[src/rtl/pattern_detector_pkg.sv]
// Shared types and helpers for the serial pattern detector.
// State enum used by the detector FSM and the fill-counter width helper.
package pattern_detector_pkg;

    typedef enum logic {
        FILL  = 1'b0,
        ARMED = 1'b1
    } pd_state_t;

    // Width of a counter able to hold values 0..n inclusive.
    function automatic int unsigned fill_width(input int unsigned n);
        return $clog2(n + 1);
    endfunction

endpackage

[src/rtl/pd_sat_counter.sv]
// Saturating up-counter with synchronous clear.
// Holds at all-ones once full; clr wins over inc.
module pd_sat_counter #(
    parameter int unsigned CNT_W = 8
) (
    input  logic             clock,
    input  logic             reset_n,
    input  logic             inc,
    input  logic             clr,
    output logic [CNT_W-1:0] count
);

    // Count register: reset, clear, or saturating increment.
    always_ff @(posedge clock) begin
        if (!reset_n) begin
            count <= '0;
        end else if (clr) begin
            count <= '0;
        end else if (inc && (count != '1)) begin
            count <= count + 1'b1;
        end
    end

endmodule

[src/rtl/pattern_detector_param.sv]
// Serial bit-pattern detector with selectable overlapping/non-overlapping
// matching and a registered one-cycle match pulse.
// Optional saturating match counter: define PATTERN_DETECTOR_MATCH_COUNT_EN.
module pattern_detector_param
    import pattern_detector_pkg::*;
#(
    parameter int unsigned           PAT_W   = 4,
    parameter int unsigned           CNT_W   = 8,
    parameter logic [PAT_W-1:0]      PAT_RST = {PAT_W{1'b1}}
) (
    input  logic             clock,
    input  logic             reset_n,
    input  logic             bit_in,
    input  logic             bit_valid,
    input  logic [PAT_W-1:0] pattern,
    input  logic             pattern_load,
    input  logic             overlap_en,
    input  logic             count_clr,
    output logic             match
`ifdef PATTERN_DETECTOR_MATCH_COUNT_EN
    ,
    output logic [CNT_W-1:0] match_count
`endif
);

    localparam int unsigned    FW   = fill_width(PAT_W);
    localparam logic [FW-1:0]  FULL = FW'(PAT_W);

    pd_state_t         state, state_n;
    logic [FW-1:0]     fill, fill_n, fill_upd;
    logic [PAT_W-1:0]  history, history_n, hist_upd;
    logic [PAT_W-1:0]  pat_reg, pat_reg_n;
    logic              hit;

    // Candidate history/fill as if the current bit were accepted.
    always_comb begin
        hist_upd = {history[PAT_W-2:0], bit_in};
        fill_upd = (state == ARMED) ? FULL : fill + 1'b1;
    end

    // Next-state, history/fill update and hit detection.
    always_comb begin
        state_n   = state;
        fill_n    = fill;
        history_n = history;
        pat_reg_n = pat_reg;
        hit       = 1'b0;
        if (pattern_load) begin
            pat_reg_n = pattern;
            fill_n    = '0;
            state_n   = FILL;
        end else if (bit_valid) begin
            history_n = hist_upd;
            fill_n    = fill_upd;
            state_n   = (fill_upd == FULL) ? ARMED : FILL;
            if ((hist_upd == pat_reg) && (fill_upd == FULL)) begin
                hit = 1'b1;
                if (!overlap_en) begin
                    fill_n  = '0;
                    state_n = FILL;
                end
            end
        end
    end

    // State, datapath registers and registered match pulse.
    always_ff @(posedge clock) begin
        if (!reset_n) begin
            state   <= FILL;
            fill    <= '0;
            history <= '0;
            pat_reg <= PAT_RST;
            match   <= 1'b0;
        end else begin
            state   <= state_n;
            fill    <= fill_n;
            history <= history_n;
            pat_reg <= pat_reg_n;
            match   <= hit;
        end
    end

`ifdef PATTERN_DETECTOR_MATCH_COUNT_EN
    pd_sat_counter #(
        .CNT_W (CNT_W)
    ) u_cnt (
        .clock   (clock),
        .reset_n (reset_n),
        .inc     (hit),
        .clr     (count_clr),
        .count   (match_count)
    );
`else
    // Counter absent: count_clr and CNT_W are intentionally left without a load.
    localparam int unsigned UNUSED_CNT_W = CNT_W;
    logic unused_count_clr;
    assign unused_count_clr = count_clr;
`endif

endmodule
[config.mk]
export PLATFORM = sky130hd
export DESIGN_NAME = pattern_detector_param
export DESIGN_NICKNAME = d
export VERILOG_FILES = /design/src/rtl/pattern_detector_pkg.sv /design/src/rtl/pd_sat_counter.sv /design/src/rtl/pattern_detector_param.sv
export SDC_FILE = /design/constraint.sdc
export NUM_CORES = 1
export LEC_CHECK = 0
export BUFFER_PORTS_ARGS = -buffer_cell sky130_fd_sc_hd__buf_2
export CORE_MARGIN = 3
export CORE_UTILIZATION = 40
export CTS_CLUSTER_DIAMETER = 80
export CTS_CLUSTER_SIZE = 30
export DETAILED_ROUTE_END_ITERATION = 7
export PLACE_DENSITY = 0.71
export SYNTH_ARGS = -nofsm -noshare
export SYNTH_HDL_FRONTEND = slang
export SYNTH_HIERARCHICAL = 1
export SYNTH_SLANG_ARGS = --single-unit
[constraint.sdc]
create_clock -name clock -period 1.4 [get_ports clock]
set_clock_uncertainty 0.2 [all_clocks]
set_input_delay 0.28 -clock clock [delete_from_list [all_inputs] [get_ports clock]]
set_output_delay 0.28 -clock clock [all_outputs]
set_load 0.01 [all_outputs]
==> flow_metrics.py <==
metrics = {
    "timing": {
        "rsz0062_at_grt": "yes",
        "setup_violations": 0,
        "slew-limit-headroom_pct": 87.0,
        "period_minus_slack_ns": 1.39,
        "hold_viol": 0,
        "finalCritPeriodShare_pct": 99.2,
        "worstMarginPinSlew_ns": 0.194,
        "slew_viol_final": 0,
        "maxClockFrequency_mhz": 720,
    },
    "power": {
        "p_per_area_nw_per_um2": 965,
        "max-vdd-ir-drop_v": 0.000771,
        "p_leak_uw": 0.000270,
    },
    "setup_path": {
        "worst_setup_path_end_kind": "register",
        "worstPathArrival_ns": 1.35,
        "critPathMaxStageDelay_ns": 0.34,
        "worst_path_max_delay_cell": "dfxtp_2",
        "path_max_fanout": 2,
        "crit_required_ns": 1.36,
        "crit_path_cell_trace": "ha_4 -> xor2_2 -> a31oi_1 -> nor3_1 -> o21ai_1",
        "startpoint_type": "register",
        "worstSetupPathType": "reg -> reg",
    },
    "logic_synthesis": {
        "synth_cells": 56,
        "synth.avg_cell_area_sq_um": 9.54,
        "synth-main-ff-cell": "dfxtp_1",
        "ys_seq_area_share_pct": 45.0,
        "yosys-top-cells-count": "dfxtp_1 (12), mux2i_1 (8), nand2_1 (6)",
        "ys_ff_latch": 12,
        "ys_async_sr_fraction_pct": 0,
        "synth_top_area_share_pct": 45.0,
        "syn_nets": 68,
        "synthTopCellsByArea": "dfxtp_1 (45%), mux2i_1 (15%), xnor2_1 (6.6%)",
        "synth_edf_count": 0,
        "syn_area_sq_um": 534,
        "yosysTopAreaCell": "dfxtp_1",
        "yosysWarnings": 6,
        "synth_most_common_cell": "dfxtp_1",
        "ys_types": 20,
    },
    "finish": {
        "final_util_pct": 55.4,
        "drive_gt1_share_pct": 29.0,
        "syn_to_final_growth_pct": 21.5,
        "diodes": 0,
        "largest_register_ffs": 4,
        "fin_nets": 83,
        "stdcell_area_sq_um": 649,
    },
    "global_route": {
        "grt_start_max_net_pins": 11,
        "grt-ovfl-total": 0,
        "grt_pass1_vias": 376,
        "grtUsageTotal_pct": 11.9,
        "grt_pass1_wl_um": 1530,
        "antenna_found_initial": 0,
    },
    "clock_network": {
        "cts.htree.levels": 1,
        "cts_tree": "yes",
        "clock-sinks": 12,
        "root_buffer": "clkbuf_4",
        "clock_path_buffers": 2,
        "clk_pin_slew_ns": 0.07,
        "hold_buffers": 0,
        "insertion_delay_ns": 0.27,
        "numCtsBuffers": 3,
    },
    "floorplanning": {
        "num_io_pins": 12,
        "coreArea_sq_um": 1170,
        "die_y_um": 42.5,
        "num_rows": 12,
        "dieArea_sq_um": 1810,
        "fp.dieW_um": 42.5,
        "start_util_pct": 45.6,
    },
    "flow_run": {
        "maxCapViolCount": 0,
    },
    "route": {
        "drc": 0,
        "drtIter0Drc": 0,
        "routed_via_density": 4.81,
        "drtAntennaViolNets": 0,
        "dr.pass1.iters": 1,
        "wl_per_cell_um": 10.1,
        "routed_wl_um": 839,
        "dr_total_vias": 399,
    },
    "placement": {
        "gp_congestion": 0.737,
        "io_buffers": 10,
        "placed_cell_area_sq_um": 597,
    },
    "min_path": {
        "hold_class": "in -> reg",
    },
    "status": {
        "outcome": "complete, no violations",
    },
}
worst max-delay path: cells and delay by family, from the launching register on:
| kind | cells | cell delay [ns] |
|---|---|---|
| adder cells (fa/ha/maj) | 1 | 0.16 |
| XOR/XNOR | 1 | 0.17 |
| flip-flops | 1 | 0.34 |
| AO/OA/AOI/OAI | 2 | 0.21 |
| AND/OR/NAND/NOR | 1 | 0.21 |
area by class of cell:
| class | count | area, sq um |
|---|---|---|
| fillers | 108 | 522 |
| multi-input cells | 40 | 290 |
| flip-flops and latches | 12 | 243 |
| repair buffers | 13 | 72.6 |
| clock buffers | 3 | 22.5 |
| well taps | 14 | 17.5 |
| inverters | 1 | 3.75 |
cells by family (layout without fill, tap and decap cells):
kind of cell | after synthesis | count (layout) | share of synthesized area (%)
AO/OA/AOI/OAI | 5 | 5 | 5.38
buffers and inverters | 4 | 17 | 4.45
adder cells (fa/ha/maj) | 1 | 1 | 2.34
AND/OR/NAND/NOR | 21 | 21 | 19.7
multiplexers | 8 | 8 | 15.0
XOR/XNOR | 5 | 5 | 8.20
flip-flops | 12 | 12 | 45.0
final timing paths:
check	from	slack, ns	endpoint	cells after the start
setup / recovery	fill[0]$_SDFFE_PP0P_	0.01	fill[2]$_SDFFE_PP0P_	5
hold / removal	pattern[0]	0.02	pat_reg[0]$_SDFFE_PN1P_	3
setup reg to reg	fill[0]$_SDFFE_PP0P_	0.01	fill[2]$_SDFFE_PP0P_	5
hold reg to reg	fill[2]$_SDFFE_PP0P_	0.28	fill[2]$_SDFFE_PP0P_	2
power breakdown:
part           leakage, uW  total, uW  switching, uW  internal, uW
Combinational     0.000157       65.0           28.4          36.6
Clock            0.0000138        201            101          99.4
Sequential       0.0000988        361           8.12           353
timing repair:
item | CTS | global route
hold endpoints to repair | 0 | 0
gates resized for setup | 5 | 1
endpoints found under the setup margin | 3 | 3
setup buffers | 1 | 0
pin swaps | 5 | 1
cell usage in the layout (no fill, tap or decap), drive strengths merged:
cell,count
nand3b,2
clkbuf,3
nand2,6
ha,1
nor2b,4
nor2,5
nand2b,2
dfxtp,12
xor2,1
nor3,1
o211ai,1
xnor2,4
inv,1
nand4,1
a31oi,1
buf,13
o21ai,2
a21oi,1
mux2i,8
metrics by stage:
step / hold slack, ns / std cells / setup TNS [ns] / worst slack [ns] / total power (uW)
final: 0.0186 / 83 / 0 / 0.0117 / 627
after global routing: 0.00538 / 83 / -0.109 / -0.0518 / 673
after CTS: 0.00936 / 83 / -0.00252 / -0.00252 / 642
after detailed placement: 0.270 / 79 / -0.00220 / -0.00220 / 432
after global placement: 0.268 / 79 / 0 / 0.00214 / 431
after floorplan: 0.208 / 56 / 0 / 0.0516 / 411
metal layers:
layer	GRT usage [%]	up-vias	routed length [um]
met3	7.73	2	52
li1	-	214	-
met5	0	-	0
met1	13.2	175	373
met4	7.45	0	17
met2	16.7	8	396
(Power assumes the default switching activity.)
